### src/rtl/cube_pkg.sv
// Shared constants and state type for the integer cube unit.
// Imported by cube and by anything wiring it to the external adder.
package cube_pkg;

    localparam int X_W   = 5;
    localparam int Y_W   = 16;
    localparam int STEPS = 5;
    localparam int S_W   = 3;

    localparam logic [S_W-1:0] LAST_STEP = S_W'(STEPS - 1);

    typedef enum logic [1:0] {
        IDLE,
        SQ,
        CB
    } state_t;

endpackage

### src/rtl/cube.sv
// Integer cube unit: x^3 by two shift-and-add passes, all adds via external sum.
// Ports: clk, rst (async active-low), x_i, start, result, busy, sum_in_a/b, sum_out.
module cube
    import cube_pkg::*;
(
    input  logic           clk,
    input  logic           rst,
    input  logic [X_W-1:0] x_i,
    input  logic           start,
    output logic [Y_W-1:0] result,
    output logic           busy,
    output logic [Y_W-1:0] sum_in_a,
    output logic [Y_W-1:0] sum_in_b,
    input  logic [Y_W-1:0] sum_out
);

    state_t         state;
    state_t         state_n;
    logic [X_W-1:0] x_r;
    logic [X_W-1:0] x_n;
    logic [Y_W-1:0] acc;
    logic [Y_W-1:0] acc_n;
    logic [Y_W-1:0] sq;
    logic [Y_W-1:0] sq_n;
    logic [S_W-1:0] step;
    logic [S_W-1:0] step_n;
    logic [Y_W-1:0] result_n;

    logic [7:0]     x_ext;
    logic           bit_on;
    logic [Y_W-1:0] base;
    logic           last;

    assign busy  = (state != IDLE);
    assign x_ext = {{(8 - X_W){1'b0}}, x_r};
    assign last  = (step == LAST_STEP);

    // Shared multiplier datapath: the multiplier is always x_r;
    // the multiplicand is x_r in SQ and the stored square in CB.
    always_comb begin
        sum_in_a = '0;
        sum_in_b = '0;
        base     = '0;
        bit_on   = 1'b0;
        if (state != IDLE) begin
            sum_in_a = acc;
            base     = (state == SQ) ? Y_W'(x_r) : sq;
            bit_on   = x_ext[step];
            sum_in_b = bit_on ? (base << step) : '0;
        end
    end

    always_comb begin
        state_n  = state;
        x_n      = x_r;
        acc_n    = acc;
        sq_n     = sq;
        step_n   = step;
        result_n = result;
        unique case (state)
            IDLE: begin
                if (start) begin
                    x_n     = x_i;
                    acc_n   = '0;
                    step_n  = '0;
                    state_n = SQ;
                end
            end
            SQ: begin
                acc_n = sum_out;
                if (last) begin
                    sq_n    = sum_out;
                    acc_n   = '0;
                    step_n  = '0;
                    state_n = CB;
                end else begin
                    step_n = step + 1'b1;
                end
            end
            CB: begin
                acc_n = sum_out;
                if (last) begin
                    result_n = sum_out;
                    step_n   = '0;
                    state_n  = IDLE;
                end else begin
                    step_n = step + 1'b1;
                end
            end
            default: begin
                state_n = IDLE;
            end
        endcase
    end

    always_ff @(posedge clk or negedge rst) begin
        if (!rst) begin
            state  <= IDLE;
            x_r    <= '0;
            acc    <= '0;
            sq     <= '0;
            step   <= '0;
            result <= '0;
        end else begin
            state  <= state_n;
            x_r    <= x_n;
            acc    <= acc_n;
            sq     <= sq_n;
            step   <= step_n;
            result <= result_n;
        end
    end

endmodule

### config.mk
export PLATFORM = sky130hd
export DESIGN_NAME = cube
export DESIGN_NICKNAME = d
export VERILOG_FILES = /design/src/rtl/cube_pkg.sv /design/src/rtl/cube.sv
export SDC_FILE = /design/constraint.sdc
export NUM_CORES = 1
export LEC_CHECK = 0
export ABC_AREA = 0
export CAP_MARGIN = 20
export CORE_MARGIN = 3
export CORE_UTILIZATION = 25
export CTS_CLUSTER_DIAMETER = 30
export CTS_CLUSTER_SIZE = 40
export DETAILED_ROUTE_END_ITERATION = 7
export SYNTH_ARGS = -nofsm -noshare
export SYNTH_HDL_FRONTEND = slang
export SYNTH_SLANG_ARGS = --single-unit
### constraint.sdc
create_clock -name clk -period 3.2 [get_ports clk]
set_input_delay 0.8 -clock clk [delete_from_list [all_inputs] [get_ports clk]]
set_output_delay 0.8 -clock clk [all_outputs]
set_load 0.01 [all_outputs]
==> metrics.txt <==
# TYPE chip_impl_metric gauge
chip_impl_metric{name="die_h",unit="um"} 119
chip_impl_info{name="worst_r2r_startpoint",value="step[1]$_DFFE_PN0P_"} 1
chip_impl_metric{name="cts.clk_slew.worst_paths",unit="ps"} 50
chip_impl_metric{name="total_global_routing_overflow",unit=""} 0
chip_impl_metric{name="fmax",unit="GHz"} 0.323
chip_impl_metric{name="cts-hold-fix-buffers",unit=""} 0
chip_impl_info{name="max_stage_delay_cell_worst_path",value="sky130_fd_sc_hd__clkdlybuf4s50_1"} 1
chip_impl_metric{name="dpl.cell_count",unit=""} 519
chip_impl_info{name="worst_setup_path_endpoint",value="sum_in_b[1]"} 1
chip_impl_metric{name="synth_enable_flop_cells",unit=""} 0
chip_impl_info{name="critical_path.top_delay_family",value="buffers and inverters"} 1
chip_impl_metric{name="detail_route.wirelength",unit="um"} 8810
chip_impl_metric{name="power",unit="mW"} 4.81
chip_impl_metric{name="synth.yosys.warnings",unit=""} 0
chip_impl_metric{name="timing.critical_path.slowest_cell_delay",unit="ps"} 540
chip_impl_metric{name="vias",unit=""} 2525
chip_impl_metric{name="cellLeakagePower",unit="nW"} 1.92
chip_impl_metric{name="syn2layout_area_growth",unit="%"} 40.8
chip_impl_metric{name="row_count",unit=""} 40
chip_impl_metric{name="cp.arrival",unit="ps"} 2290
chip_impl_metric{name="netlist_area",unit="sq um"} 3210
chip_impl_metric{name="ys_async_sr_fraction",unit="%"} 100
chip_impl_metric{name="grt_antenna_before_repair",unit=""} 0
chip_impl_metric{name="fp.dieArea",unit="sq um"} 14200
chip_impl_info{name="crit_path_end_kind",value="primary output"} 1
chip_impl_metric{name="slew_headroom",unit="%"} 55.2
chip_impl_metric{name="first_pass_iters",unit=""} 4
chip_impl_metric{name="finalHoldViolCount",unit=""} 0
chip_impl_metric{name="critPathMaxFanout",unit=""} 4
chip_impl_metric{name="finalClockSkew",unit="ps"} 3.35
chip_impl_metric{name="cts.sink_count",unit=""} 58
chip_impl_metric{name="detailedPlace.worstSlack",unit="ps"} 80.2
chip_impl_metric{name="max-clock-path-buffers",unit=""} 2
chip_impl_info{name="critical_path.startpoint_type",value="flop"} 1
chip_impl_metric{name="cp_data_required_time",unit="ps"} 2400
chip_impl_metric{name="p_per_area",unit="nW/um^2"} 1060
chip_impl_metric{name="postSynthNetCount",unit=""} 310
chip_impl_metric{name="period_minus_slack",unit="ps"} 3090
chip_impl_metric{name="sequential_fraction_of_the_synthesis_area",unit="%"} 45.2
chip_impl_info{name="result_of_the_run",value="completed"} 1
chip_impl_info{name="cts_tree",value="built"} 1
chip_impl_info{name="root_buffer",value="sky130_fd_sc_hd__clkbuf_16"} 1
chip_impl_metric{name="core_region_area",unit="sq um"} 12300
chip_impl_metric{name="slew_viol_final",unit=""} 0
chip_impl_metric{name="drt_drc_violations_left",unit=""} 0
chip_impl_metric{name="detail_route.vias_per_cell",unit=""} 4.73
chip_impl_metric{name="hpwlAfterDp",unit="um"} 6560
chip_impl_metric{name="layout.core_utilization",unit="%"} 36.9
chip_impl_metric{name="count_of_input_and_output_buffers",unit=""} 72
chip_impl_info{name="synth-main-ff-cell",value="sky130_fd_sc_hd__dfrtp_1"} 1
chip_impl_metric{name="final.period_utilization",unit="%"} 96.7
chip_impl_metric{name="worst_slew_pin_slew",unit="ps"} 672
chip_impl_metric{name="routed_wire_length_per_instance",unit="um"} 16.5
chip_impl_info{name="worst_setup_path_startpoint",value="state[1]$_DFFE_PN0P_"} 1
chip_impl_info{name="timing_worst_setup_path_type",value="flop to primary output"} 1
chip_impl_info{name="cp_cell_sequence",value="inv_1 -> ha_1 -> inv_1 -> o211ai_1 -> or2_2 -> nor2_1 -> clkdlybuf4s50_1"} 1
chip_impl_metric{name="nets",unit=""} 393
chip_impl_info{name="timing.critical_path.mode_cell",value="sky130_fd_sc_hd__inv_1"} 1
chip_impl_metric{name="fp.dieW",unit="um"} 119
chip_impl_metric{name="final_cell_count_no_fill",unit=""} 534
chip_impl_metric{name="first_global_vias",unit=""} 2667
chip_impl_metric{name="dr.first_iter.drc_count",unit=""} 146
chip_impl_metric{name="grt_max_degree",unit=""} 34
chip_impl_info{name="timing.hold.worst.class",value="flop to flop"} 1
chip_impl_metric{name="final_layout_size_suffix_gt1_share",unit="%"} 26.0
chip_impl_metric{name="drv_cap",unit=""} 0
chip_impl_metric{name="clock_latency",unit="ps"} 330
chip_impl_metric{name="grt_pass1_wl",unit="um"} 14500
chip_impl_metric{name="vdd_drop_max",unit="V"} 0.000353
chip_impl_metric{name="post_synth_num_cell_types",unit=""} 41
chip_impl_metric{name="worstPathBufferInverterCount",unit=""} 3
chip_impl_metric{name="n_antenna_cell",unit=""} 0
chip_impl_metric{name="cts_htree_levels",unit=""} 3
chip_impl_metric{name="io_pins",unit=""} 73
chip_impl_metric{name="synth-seq-cells",unit=""} 58
chip_impl_metric{name="initial_core_util",unit="%"} 26.2
chip_impl_metric{name="grt.total_usage",unit="%"} 13.0
chip_impl_metric{name="number_of_fillers_in_the_final_layout",unit=""} 1218
chip_impl_metric{name="finalWorstSetupSlack",unit="ps"} 106
chip_impl_metric{name="setup_violations",unit=""} 0
chip_impl_metric{name="worst-r2r-setup-slack",unit="ps"} 1030
chip_impl_metric{name="synth.avg_cell_area",unit="sq um"} 11.5
chip_impl_metric{name="hold_ws",unit="ps"} 495
chip_impl_metric{name="postRouteAntennaNets",unit=""} 0
chip_impl_metric{name="rr_worst_depth",unit=""} 6
chip_impl_metric{name="numCtsBuffers",unit=""} 9
chip_impl_info{name="critical_path.reg2reg.endpoint",value="result[15]$_DFFE_PN0P_"} 1
chip_impl_metric{name="globalplace.congestion",unit=""} 0.848
chip_impl_metric{name="cp_num_cells",unit=""} 7
chip_impl_metric{name="postSynthCellCount",unit=""} 280
-- how the worst min path moves through the flow --
stage | start | depth (start not counted) | end
2_1_floorplan | acc[10]$_DFFE_PN0P_ | 1 | acc[10]$_DFFE_PN0P_
3_3_place_gp | acc[12]$_DFFE_PN0P_ | 1 | acc[12]$_DFFE_PN0P_
4_1_cts | acc[6]$_DFFE_PN0P_ | 1 | acc[6]$_DFFE_PN0P_
5_1_grt | acc[5]$_DFFE_PN0P_ | 1 | acc[5]$_DFFE_PN0P_
3_5_place_dp | acc[6]$_DFFE_PN0P_ | 1 | acc[6]$_DFFE_PN0P_
6_report | acc[1]$_DFFE_PN0P_ | 1 | acc[1]$_DFFE_PN0P_
-- power by group --
group	internal [mW]	switching, mW	leakage (nW)	total [mW]
logic	1.28	1.29	1.06	2.57
registers	1.01	0.216	0.709	1.23
clock network	0.691	0.316	0.151	1.01
total	2.99	1.82	1.92	4.81
-- stage by stage --
stage / instance area [sq um] / TNS [ps]
6_report: 4520 / 0
5_1_grt: 4520 / -36.7
4_1_cts: 4490 / 0
3_5_place_dp: 4170 / 0
3_3_place_gp: 4170 / 0
2_1_floorplan: 3210 / 0
-- routing by layer --
metal	routed length, um	vias up	share of wire, %	track usage, %
met5	0	-	0	0
met4	95	0	1.1	3.87
met3	610	10	6.9	4.04
met2	4040	71	46	19.8
met1	4060	1249	46	17.6
li1	-	1195	-	-
-- synth_stat cells (2+ instances only) --
cell | count | area [sq um]
sky130_fd_sc_hd__nand4_1 | 2 | 12.5
sky130_fd_sc_hd__a21oi_1 | 6 | 30.0
sky130_fd_sc_hd__ha_1 | 6 | 75.1
sky130_fd_sc_hd__o221ai_1 | 2 | 17.5
sky130_fd_sc_hd__buf_2 | 4 | 20.0
sky130_fd_sc_hd__inv_1 | 4 | 15.0
sky130_fd_sc_hd__buf_6 | 2 | 22.5
sky130_fd_sc_hd__a211oi_1 | 13 | 97.6
sky130_fd_sc_hd__nor3_1 | 12 | 60.1
sky130_fd_sc_hd__clkinv_1 | 2 | 7.51
sky130_fd_sc_hd__nand2b_1 | 3 | 18.8
sky130_fd_sc_hd__mux4_2 | 3 | 67.6
sky130_fd_sc_hd__clkbuf_1 | 10 | 37.5
sky130_fd_sc_hd__a22o_1 | 16 | 140
sky130_fd_sc_hd__nor2_1 | 10 | 37.5
sky130_fd_sc_hd__o21ai_0 | 5 | 25.0
sky130_fd_sc_hd__mux2i_1 | 20 | 200
sky130_fd_sc_hd__buf_4 | 2 | 15.0
sky130_fd_sc_hd__nor2b_1 | 17 | 106
sky130_fd_sc_hd__a31oi_1 | 5 | 31.3
sky130_fd_sc_hd__mux2_2 | 43 | 484
sky130_fd_sc_hd__nand2_1 | 12 | 45.0
sky130_fd_sc_hd__dfrtp_1 | 58 | 1450
sky130_fd_sc_hd__o211ai_1 | 2 | 15.0
sky130_fd_sc_hd__nand3_1 | 5 | 25.0
-- cell families after synthesis --
kind of cell	count (synthesis)	synth area share [%]
AOI/OAI and AO/OA	55	12.9
muxes	67	24.2
DFF	58	45.2
adders and majority gates	6	2.34
buffers and inverters	27	4.52
and+or+nand+nor	67	10.8
-- cell usage in the layout (no fill, tap or decap), drive strengths merged, types with 4 or more instances in the layout --
cell type / synthesis / layout
mux2i: 20 / 20
nor2: 11 / 11
ha: 6 / 6
nand3: 5 / 5
a31oi: 5 / 5
nand2: 13 / 13
dlygate4sd2: 0 / 12
a211oi: 14 / 14
mux4: 4 / 4
inv: 5 / 5
a21oi: 6 / 6
mux2: 43 / 43
nor2b: 17 / 17
a22o: 16 / 16
dfrtp: 58 / 58
clkbuf: 10 / 11
clkdlybuf4s50: 0 / 57
nor3: 12 / 12
buf: 10 / 21
o21ai: 5 / 5
-- final cells by class --
type	instances	area [sq um]	share of cell area [%]
repair buffers	92	876	19.4
clock inverters	3	65.1	1.44
multi-input cells	195	1650	36.4
well taps	168	210	4.65
clock buffers	11	243	5.37
inverters	7	27.5	0.609
flip-flops and latches	58	1450	32.1
-- worst register-to-register path: stages (launching register included) --
cell                      delay [ps]
sky130_fd_sc_hd__dfrtp_1         460
sky130_fd_sc_hd__inv_1           160
sky130_fd_sc_hd__buf_4           190
sky130_fd_sc_hd__ha_1            300
sky130_fd_sc_hd__nand3_1         350
sky130_fd_sc_hd__buf_4           320
sky130_fd_sc_hd__mux2_2          280
-- sequential cells by signal (all words and copies together), names as in the netlist --
name    cells
acc        16
result     16
sq         16
x_r         5
step        3
state       2
-- repair_timing --
item | 4_1_cts | 5_1_grt
endpoints found under the setup margin | 14 | 5
resized for setup | 19 | 5
setup buffers | 0 | 1
gates cloned | 0 | 0
pin swaps | 1 | 1
Power figures use the tool's default switching activity.
